File: src/rtl/mac_sequencer.sv
// Sequencer for one mac_unit subcore: arbitrates weight-load vs MAC requests,
// generates exact DIMENSION-cycle start windows and manages subcore power state.
module mac_sequencer #(
  parameter int DIMENSION    = 128,
  parameter int ADDR_WIDTH   = 7,
  parameter int WAKE_CYCLES  = 4,
  parameter int IDLE_TIMEOUT = 16,
  parameter int DRAIN_CYCLES = 2
) (
  input  logic                  clk_in,
  input  logic                  rst,
  input  logic                  power_en,
  input  logic                  wt_req,
  input  logic                  mac_req,
  output logic                  wt_ack,
  output logic                  mac_ack,
  output logic                  start_weight,
  output logic                  start_mac,
  output logic [ADDR_WIDTH-1:0] row_idx,
  output logic                  sel,
  output logic                  mem_sd,
  output logic                  result_valid,
  output logic                  busy
);

  localparam int CNT_MAX_A = (DIMENSION > WAKE_CYCLES) ? DIMENSION : WAKE_CYCLES;
  localparam int CNT_MAX_B = (IDLE_TIMEOUT > DRAIN_CYCLES) ? IDLE_TIMEOUT : DRAIN_CYCLES;
  localparam int CNT_MAX   = (CNT_MAX_A > CNT_MAX_B) ? CNT_MAX_A : CNT_MAX_B;
  localparam int CNT_W     = $clog2(CNT_MAX + 1);

  localparam logic [CNT_W-1:0] ROW_LAST   = CNT_W'(DIMENSION - 1);
  localparam logic [CNT_W-1:0] WAKE_LAST  = CNT_W'(WAKE_CYCLES - 1);
  localparam logic [CNT_W-1:0] IDLE_LAST  = CNT_W'(IDLE_TIMEOUT - 1);
  localparam logic [CNT_W-1:0] DRAIN_LAST = CNT_W'(DRAIN_CYCLES - 1);
  localparam logic [CNT_W-1:0] CNT_ONE    = CNT_W'(1);

  typedef enum logic [2:0] {
    ST_OFF   = 3'd0,
    ST_SLEEP = 3'd1,
    ST_IDLE  = 3'd2,
    ST_WAKE  = 3'd3,
    ST_LOAD  = 3'd4,
    ST_MAC   = 3'd5,
    ST_DRAIN = 3'd6,
    ST_GAP   = 3'd7
  } state_t;

  state_t                state_r, state_nxt_s, arb_s;
  logic [CNT_W-1:0]      cnt_r, cnt_nxt_s;
  logic                  sel_nxt_s, mem_sd_nxt_s, busy_nxt_s;
  logic                  sw_nxt_s, sm_nxt_s, wt_ack_nxt_s, mac_ack_nxt_s, rv_nxt_s;
  logic [ADDR_WIDTH-1:0] row_nxt_s;

  // Arbitration outcome used in every decision state; weights win ties.
  always_comb begin
    if (wt_req) begin
      arb_s = ST_LOAD;
    end else if (mac_req) begin
      arb_s = ST_MAC;
    end else begin
      arb_s = ST_IDLE;
    end
  end

  // Next-state and shared cycle counter (wake, window row, idle, drain).
  always_comb begin
    state_nxt_s = state_r;
    cnt_nxt_s   = '0;
    case (state_r)
      ST_OFF: begin
        if (power_en) state_nxt_s = ST_SLEEP;
        else          state_nxt_s = ST_OFF;
      end
      ST_SLEEP: begin
        if (!power_en)              state_nxt_s = ST_OFF;
        else if (wt_req || mac_req) state_nxt_s = ST_WAKE;
        else                        state_nxt_s = ST_SLEEP;
      end
      ST_WAKE: begin
        if (cnt_r == WAKE_LAST) begin
          state_nxt_s = arb_s;
        end else begin
          state_nxt_s = ST_WAKE;
          cnt_nxt_s   = cnt_r + CNT_ONE;
        end
      end
      ST_IDLE: begin
        if (!power_en) begin
          state_nxt_s = ST_OFF;
        end else if (wt_req || mac_req) begin
          state_nxt_s = arb_s;
        end else if (cnt_r == IDLE_LAST) begin
          state_nxt_s = ST_SLEEP;
        end else begin
          state_nxt_s = ST_IDLE;
          cnt_nxt_s   = cnt_r + CNT_ONE;
        end
      end
      ST_LOAD: begin
        if (cnt_r == ROW_LAST) begin
          state_nxt_s = ST_GAP;
        end else begin
          state_nxt_s = ST_LOAD;
          cnt_nxt_s   = cnt_r + CNT_ONE;
        end
      end
      ST_MAC: begin
        if (cnt_r == ROW_LAST) begin
          state_nxt_s = ST_DRAIN;
        end else begin
          state_nxt_s = ST_MAC;
          cnt_nxt_s   = cnt_r + CNT_ONE;
        end
      end
      ST_DRAIN: begin
        if (cnt_r == DRAIN_LAST) begin
          state_nxt_s = ST_GAP;
        end else begin
          state_nxt_s = ST_DRAIN;
          cnt_nxt_s   = cnt_r + CNT_ONE;
        end
      end
      ST_GAP: begin
        if (!power_en) state_nxt_s = ST_OFF;
        else           state_nxt_s = arb_s;
      end
      default: begin
        state_nxt_s = ST_OFF;
      end
    endcase
  end

  // State and counter registers.
  always_ff @(posedge clk_in or posedge rst) begin
    if (rst) begin
      state_r <= ST_OFF;
      cnt_r   <= '0;
    end else begin
      state_r <= state_nxt_s;
      cnt_r   <= cnt_nxt_s;
    end
  end

  // Output decode from the upcoming state so every output can be registered.
  always_comb begin
    sel_nxt_s    = 1'b0;
    mem_sd_nxt_s = 1'b0;
    busy_nxt_s   = 1'b0;
    sw_nxt_s     = 1'b0;
    sm_nxt_s     = 1'b0;
    row_nxt_s    = '0;
    case (state_nxt_s)
      ST_OFF:   mem_sd_nxt_s = 1'b1;
      ST_SLEEP: mem_sd_nxt_s = 1'b0;
      ST_IDLE:  sel_nxt_s    = 1'b1;
      ST_WAKE, ST_DRAIN, ST_GAP: begin
        sel_nxt_s  = 1'b1;
        busy_nxt_s = 1'b1;
      end
      ST_LOAD: begin
        sel_nxt_s  = 1'b1;
        busy_nxt_s = 1'b1;
        sw_nxt_s   = 1'b1;
        row_nxt_s  = ADDR_WIDTH'(cnt_nxt_s);
      end
      ST_MAC: begin
        sel_nxt_s  = 1'b1;
        busy_nxt_s = 1'b1;
        sm_nxt_s   = 1'b1;
        row_nxt_s  = ADDR_WIDTH'(cnt_nxt_s);
      end
      default: mem_sd_nxt_s = 1'b1;
    endcase
  end

  assign wt_ack_nxt_s  = (state_nxt_s == ST_LOAD) && (state_r != ST_LOAD);
  assign mac_ack_nxt_s = (state_nxt_s == ST_MAC) && (state_r != ST_MAC);
  // The accumulator is only valid after a MAC drain, never after a load.
  assign rv_nxt_s      = (state_r == ST_DRAIN) && (state_nxt_s == ST_GAP);

  // Output registers.
  always_ff @(posedge clk_in or posedge rst) begin
    if (rst) begin
      wt_ack       <= 1'b0;
      mac_ack      <= 1'b0;
      start_weight <= 1'b0;
      start_mac    <= 1'b0;
      row_idx      <= '0;
      sel          <= 1'b0;
      mem_sd       <= 1'b1;
      result_valid <= 1'b0;
      busy         <= 1'b0;
    end else begin
      wt_ack       <= wt_ack_nxt_s;
      mac_ack      <= mac_ack_nxt_s;
      start_weight <= sw_nxt_s;
      start_mac    <= sm_nxt_s;
      row_idx      <= row_nxt_s;
      sel          <= sel_nxt_s;
      mem_sd       <= mem_sd_nxt_s;
      result_valid <= rv_nxt_s;
      busy         <= busy_nxt_s;
    end
  end

endmodule
File: config.mk
export PLATFORM = sky130hd
export DESIGN_NAME = mac_sequencer
export DESIGN_NICKNAME = d
export VERILOG_FILES = /design/src/rtl/mac_sequencer.sv
export SDC_FILE = /design/constraint.sdc
export NUM_CORES = 1
export LEC_CHECK = 0
export ABC_CLOCK_PERIOD_IN_PS = 3800
export CORE_UTILIZATION = 45
export DETAILED_ROUTE_END_ITERATION = 6
export MAX_ROUTING_LAYER = met4
export PLACE_DENSITY = 0.67
export SKIP_CTS_REPAIR_TIMING = 1
export SYNTH_ARGS = -nofsm -noshare
export SYNTH_HDL_FRONTEND = slang
export SYNTH_SLANG_ARGS = --single-unit
File: constraint.sdc
create_clock -name clk_in -period 3.8 [get_ports clk_in]
set_clock_uncertainty 0.15 [all_clocks]
set_input_delay 1.14 -clock clk_in [delete_from_list [all_inputs] [get_ports clk_in]]
set_output_delay 1.14 -clock clk_in [all_outputs]
set_load 0.02 [all_outputs]
==> results of run 1 <==
==> how the worst max path moves through the flow <==
stage	to	cells after the start	slack (ns)
after floorplan	busy	5	1.13
after global placement	busy	6	0.57
after detailed placement	busy	6	0.52
after CTS	busy	6	0.87
after global routing	busy	6	0.78
final	busy	6	0.84
==> flip-flops by register name, indices dropped and copies added, names as in the netlist <==
register / cells
cnt_r: 8
row_idx: 7
state_r: 3
busy: 1
mac_ack: 1
mem_sd: 1
result_valid: 1
sel: 1
start_mac: 1
start_weight: 1
wt_ack: 1
==> cell usage in the layout, fill, tap and decap left out, types with 3 or more instances in the layout <==
master           instances
clkbuf_4                 3
clkdlybuf4s50_1         19
dfrtp_1                 25
inv_1                    4
nand2_1                  5
nand3_1                  7
nor2_1                  23
nor2b_1                  5
o211ai_1                 5
o21ai_0                  5
xnor2_1                  5
==> layer usage <==
metal | vias up | track usage [%]
met3 | 2 | 3.33
met2 | 28 | 25.5
met5 | - | -
li1 | 474 | -
met1 | 457 | 30.6
met4 | 0 | 8.12
==> worst max-delay path, stage by stage <==
cell             delay, ns
clkdlybuf4s50_1       0.50
or2_2                 0.36
and4_1                0.22
a41o_1                0.28
or3b_4                0.42
o21a_1                0.11
==> final cells by class <==
type / count / area, um^2 / area share [%]
clock buffers: 4 / 26.3 / 1.76
inverters: 4 / 15.0 / 1.01
multi-input cells: 90 / 571 / 38.3
repair buffers: 19 / 190 / 12.8
flip-flops and latches: 26 / 652 / 43.7
well taps: 30 / 37.5 / 2.52
==> power breakdown <==
group	leakage, nW	switching [mW]	internal (mW)
logic	0.267	0.190	0.142
clock network	0.0150	0.0802	0.0411
registers	0.353	0.0546	0.328
total	0.635	0.324	0.511
==> stage by stage <==
| step | instance area [um^2] | power, mW |
|---|---|---|
| 6_report | 1490 | 0.836 |
| 5_1_grt | 1490 | 0.897 |
| 4_1_cts | 1490 | 0.841 |
| 3_5_place_dp | 1470 | 0.719 |
| 3_3_place_gp | 1470 | 0.715 |
| 2_1_floorplan | 1250 | 0.606 |
==> Yosys cell counts <==
cell type	instances
dfstp_2	1
nor4_2	1
o2111ai_2	1
or2b_1	1
nor3_1	2
nor2_1	23
inv_1	4
or4_4	1
a32oi_1	1
dfrtp_1	25
and4_1	2
xor2_1	2
o211ai_1	5
or2_2	1
o21a_1	2
and3_1	2
nand4b_1	1
nand3b_1	1
a311oi_1	2
a31oi_1	1
a211oi_1	1
nand2_1	5
ha_1	2
and3b_1	1
nor3b_1	2
clkbuf_1	3
nand2b_1	1
o21ai_0	5
a21oi_1	2
a41o_1	1
nor2b_1	5
or3_1	1
a21boi_0	1
o311a_2	1
xnor2_1	5
or3b_4	1
nand3_1	7
==> cells by family (layout without fill, tap and decap cells) <==
group | count (synthesis) | after routing | synth area share [%]
DFF | 26 | 26 | 52.2
and+or+nand+nor | 58 | 58 | 25.1
xor gates and xnor gates | 7 | 7 | 4.91
buffers and inverters | 7 | 27 | 2.10
adders and majority gates | 2 | 2 | 2.00
AOI/OAI and AO/OA | 23 | 23 | 13.7
==> results.sh, run 1 <==
export IMPL_crit_reg2reg_capture="cnt_r[4]"
export IMPL_crit_path_start="mac_req"
export IMPL_wl_met1_um=1300
export IMPL_vias=961
export IMPL_detail_route_antenna_nets=0
export IMPL_drc=0
export IMPL_floorplan_initialDensity_pct=49.1
export IMPL_fillerInstances=238
export IMPL_critPathCaptureType="register"
export IMPL_clk_path_buf_depth=2
export IMPL_syn2layout_area_growth_pct=19.4
export IMPL_gpl_final_weighted_congestion=0.881
export IMPL_static_leakage_power_nw=0.635
export IMPL_setup_slack_ns=0.842
export IMPL_worst_r2r_cell_count=6
export IMPL_dieArea_um2=2990
export IMPL_totalNegativeSetupSlack_ns=0
export IMPL_worst_hold_path_type="register to register"
export IMPL_cts_root_buffer_cell="clkbuf_4"
export IMPL_worst_endpoint_arrival_ns=3.03
export IMPL_powerDensity_nw_per_um2=560
export IMPL_routed_via_density=5.55
export IMPL_met3_length_um=113
export IMPL_slew_headroom_pct=36.9
export IMPL_cts_sink_count=26
export IMPL_synthesis_area_per_instance_um2=10.2
export IMPL_yosys_top_cells_area="dfrtp_1 50%, nor2_1 6.9%, xnor2_1 3.5%"
export IMPL_hold_violations=0
export IMPL_antenna_cells_inserted=0
export IMPL_hold_path_depth=1
export IMPL_timing_max_transition_violations_final=0
export IMPL_tritoncts="built"
export IMPL_pre_cts_ws_ns=0.518
export IMPL_wirelength_um=2430
export IMPL_synth_warning_count=0
export IMPL_period_share_pct=77.8
export IMPL_rsz0062_at_grt="false"
export IMPL_vdd_ir_drop_worst_v=0.000380
export IMPL_floorplan_die_width_um=54.7
export IMPL_maxClockFrequency_ghz=0.338
export IMPL_numCtsBuffers=3
export IMPL_holdPathEnd="cnt_r[0]"
export IMPL_setup_reg_to_reg_worst_slack_ns=1.43
export IMPL_grt_first_pass_wirelength_um=3990
export IMPL_period_needed_ns=2.96
export IMPL_drt_iter0_markers=21
export IMPL_first_global_vias=827
export IMPL_sequential_element_share_of_the_synthesized_area_pct=52.2
export IMPL_worst_skew_pair_late_latency_ns=0.32
export IMPL_clk_pin_slew_ns=0.14
export IMPL_tightest_slew_ns=0.945
export IMPL_row_count=18
export IMPL_yosys_area_top_type_share_pct=50.1
export IMPL_syn_num_nets=130
export IMPL_drive_gt1_share_pct=6.99
export IMPL_gr_usage_all_layers_pct=20.0
export IMPL_detailedPlacementHpwl_um=1780
export IMPL_post_synth_top_area_cell="dfrtp_1"
export IMPL_critical_path_class="input port to register"
export IMPL_numPortBuffers=19
export IMPL_critical_path_start_type="input port"
export IMPL_drt_pass1_iter_count=4
export IMPL_post_layout_nonfiller_instances=173
export IMPL_critical_path_required_ns=3.87
export IMPL_whs_ns=0.378
export IMPL_placedCellCount=169
export IMPL_fp_coreArea_um2=2540
export IMPL_initial_antenna_violation_count=0
export IMPL_rr_startpoint="cnt_r[0]"
export IMPL_syn_inst=123
export IMPL_netlist_area_um2=1250
export IMPL_die_h_um=54.7
export IMPL_status="completed"
export IMPL_finish_net_count=151
export IMPL_grt_overflow_total=0
export IMPL_ys_seq_elements=26
export IMPL_synth_cell_types=37
export IMPL_postLayoutCoreUtil_pct=58.6
export IMPL_drt_wirelength_per_cell_um=14.1
export IMPL_top_level_ports=20
export IMPL_min_from="cnt_r[0]"
export IMPL_max_fanout_on_critical_path=7
export IMPL_met2_wirelength_um=986
export IMPL_ctsHtreeMaxLevel=1
export IMPL_drv_cap=0
export IMPL_setup_violations_final=0
export IMPL_grt_start_max_net_pins=27
export IMPL_route_top_layer_used="met4"
(Power assumes the default switching activity.)
==> run 2: changes to the inputs <==
--- a/config.mk
+++ b/config.mk
@@ -5,7 +5,7 @@
 export SDC_FILE = /design/constraint.sdc
 export NUM_CORES = 1
 export LEC_CHECK = 0
-export ABC_CLOCK_PERIOD_IN_PS = 3800
+export ABC_CLOCK_PERIOD_IN_PS = 3080
 export CORE_UTILIZATION = 45
 export DETAILED_ROUTE_END_ITERATION = 6
 export MAX_ROUTING_LAYER = met4
==> constraint.sdc (replaced) <==
create_clock -name clk_in -period 3.08 [get_ports clk_in]
set_clock_uncertainty 0.15 [all_clocks]
set_input_delay 0.924 -clock clk_in [delete_from_list [all_inputs] [get_ports clk_in]]
set_output_delay 0.924 -clock clk_in [all_outputs]
set_load 0.02 [all_outputs]
==> run 2 against run 1 <==
Effect of this change: via count up 1.6%; combinational power is 27% higher; hold slack better by 0.033 ns; global-route usage barely moved; critical endpoint unchanged.
==> results.sh, run 2 (synthesis results as in run 1) <==
export IMPL_status="completed"
export IMPL_count_of_buffering_cells_on_the_critical_path_with_inverters_included=1
export IMPL_timing_max_transition_violations_final=0
export IMPL_cts_root_buffer_cell="clkbuf_4"
export IMPL_setup_violations_final=0
export IMPL_initial_antenna_violation_count=0
export IMPL_most_common_layout_cells="25 x dfrtp_1, 23 x nor2_1, 19 x clkdlybuf4s50_1"
export IMPL_vias=976
export IMPL_worst_hold_path_type="register to register"
export IMPL_worst_endpoint_arrival_ns=2.69
export IMPL_drt_wirelength_per_cell_um=13.7
export IMPL_max_fanout_on_critical_path=4
export IMPL_timing_critical_path_cells="clkdlybuf4s50_1 > or2_2 > and4_1 > a41o_1 > or3b_4 > o21a_1"
export IMPL_worst_path_cell_with_the_longest_stage_delay="or3b_4"
export IMPL_drive_gt1_share_pct=10.2
export IMPL_clk_pin_slew_ns=0.13
export IMPL_row_count=18
export IMPL_grt_overflow_total=0
export IMPL_regMostFlops="cnt_r"
export IMPL_totalNegativeSetupSlack_ns=0
export IMPL_layout_cells_most_common="dfrtp_1"
export IMPL_crit_family="simple AND/OR/NAND/NOR gates"
export IMPL_maxClockFrequency_ghz=0.380
export IMPL_gr_usage_all_layers_pct=20.0
export IMPL_cts_sink_count=26
export IMPL_layout_top_registers="cnt_r x8, row_idx x7, state_r x3"
export IMPL_hold_violations=0
export IMPL_drc=0
export IMPL_period_needed_ns=2.63
export IMPL_critPathCaptureType="register"
export IMPL_grt_start_max_net_pins=17
export IMPL_register_area_um2=652
export IMPL_tightest_slew_ns=0.544
export IMPL_drt_pass1_iter_count=4
export IMPL_period_share_pct=85.3
export IMPL_top_level_ports=20
export IMPL_max_stage_delay_ns=0.42
export IMPL_postLayoutCellArea_um2=1530
export IMPL_die_h_um=54.7
export IMPL_detail_route_antenna_nets=0
export IMPL_finish_net_count=155
export IMPL_critical_path_required_ns=3.15
export IMPL_fillerInstances=213
export IMPL_slew_headroom_pct=63.7
export IMPL_fp_coreArea_um2=2540
export IMPL_syn2layout_area_growth_pct=22.6
export IMPL_floorplan_die_width_um=54.7
export IMPL_critical_path_start_type="input port"
export IMPL_static_leakage_power_nw=0.660
export IMPL_critical_path_class="input port to register"
export IMPL_wirelength_um=2420
export IMPL_powerDensity_nw_per_um2=695
export IMPL_ctsHtreeMaxLevel=1
export IMPL_worst_skew_pair_late_latency_ns=0.31
export IMPL_drt_iter0_markers=18
export IMPL_first_global_vias=844
export IMPL_rsz0062_at_grt="false"
export IMPL_routed_via_density=5.51
export IMPL_antenna_cells_inserted=0
export IMPL_vdd_ir_drop_worst_v=0.000481
export IMPL_drv_cap=0
export IMPL_gpl_final_weighted_congestion=0.848
export IMPL_tritoncts="built"
export IMPL_floorplan_initialDensity_pct=49.1
export IMPL_grt_first_pass_wirelength_um=4090
export IMPL_multi_input_area_um2=571
export IMPL_largest_register_ffs=8
export IMPL_numPortBuffers=19
export IMPL_clk_path_buf_depth=2
export IMPL_post_dp_cell_area_um2=1500
export IMPL_dieArea_um2=2990
export IMPL_numCtsBuffers=3
export IMPL_detailedPlacementHpwl_um=1860
-- run 2: cell count changes in the layout (fill, tap and decap cells not counted), sizes merged --
cell and change:
buf +4
-- run 2: final timing paths --
check                          from    endpoint  slack, ns  cells after the start
min in group asynchronous       rst  row_idx[2]       0.79                      2
max in group asynchronous       rst    cnt_r[1]       1.44                      3
setup reg to reg           cnt_r[4]        busy       0.79                      5
hold / removal             cnt_r[0]    cnt_r[0]       0.41                      1
hold reg to reg            cnt_r[0]    cnt_r[0]       0.41                      1
setup / recovery            mac_req        busy       0.45                      6
-- run 2: power breakdown --
group	leakage [nW]	switching (mW)	internal [mW]
combinational	0.286	0.238	0.184
sequential	0.353	0.0716	0.405
clock	0.0210	0.0928	0.0721
-- run 2: layout make-up --
cell class	count	share of cell area, %
inverter	4	0.980
sequential	26	42.6
multi-input combinational	90	37.3
clock buffer	4	2.37
tap	30	2.45
timing repair buffer	23	14.4
-- run 2: stage by stage --
stage                     hold WS, ns  setup slack [ns]  std cells  power, mW  utilization [%]
final                           0.410             0.452        177       1.06             60.2
after global routing            0.427             0.389        177       1.13             60.2
after CTS                       0.397             0.463        177       1.07             60.2
after detailed placement        0.371             0.128        173      0.902             58.8
after global placement          0.351             0.164        173      0.894             58.8
after floorplan                 0.324             0.623        123      0.748                -
-- run 2: metal layers --
| layer | share of wire [%] | GRT usage (%) |
|---|---|---|
| met5 | 0 | - |
| met4 | 0.58 | 6.84 |
| met3 | 4.5 | 3.89 |
| met1 | 50 | 29.3 |
| met2 | 44 | 27.3 |
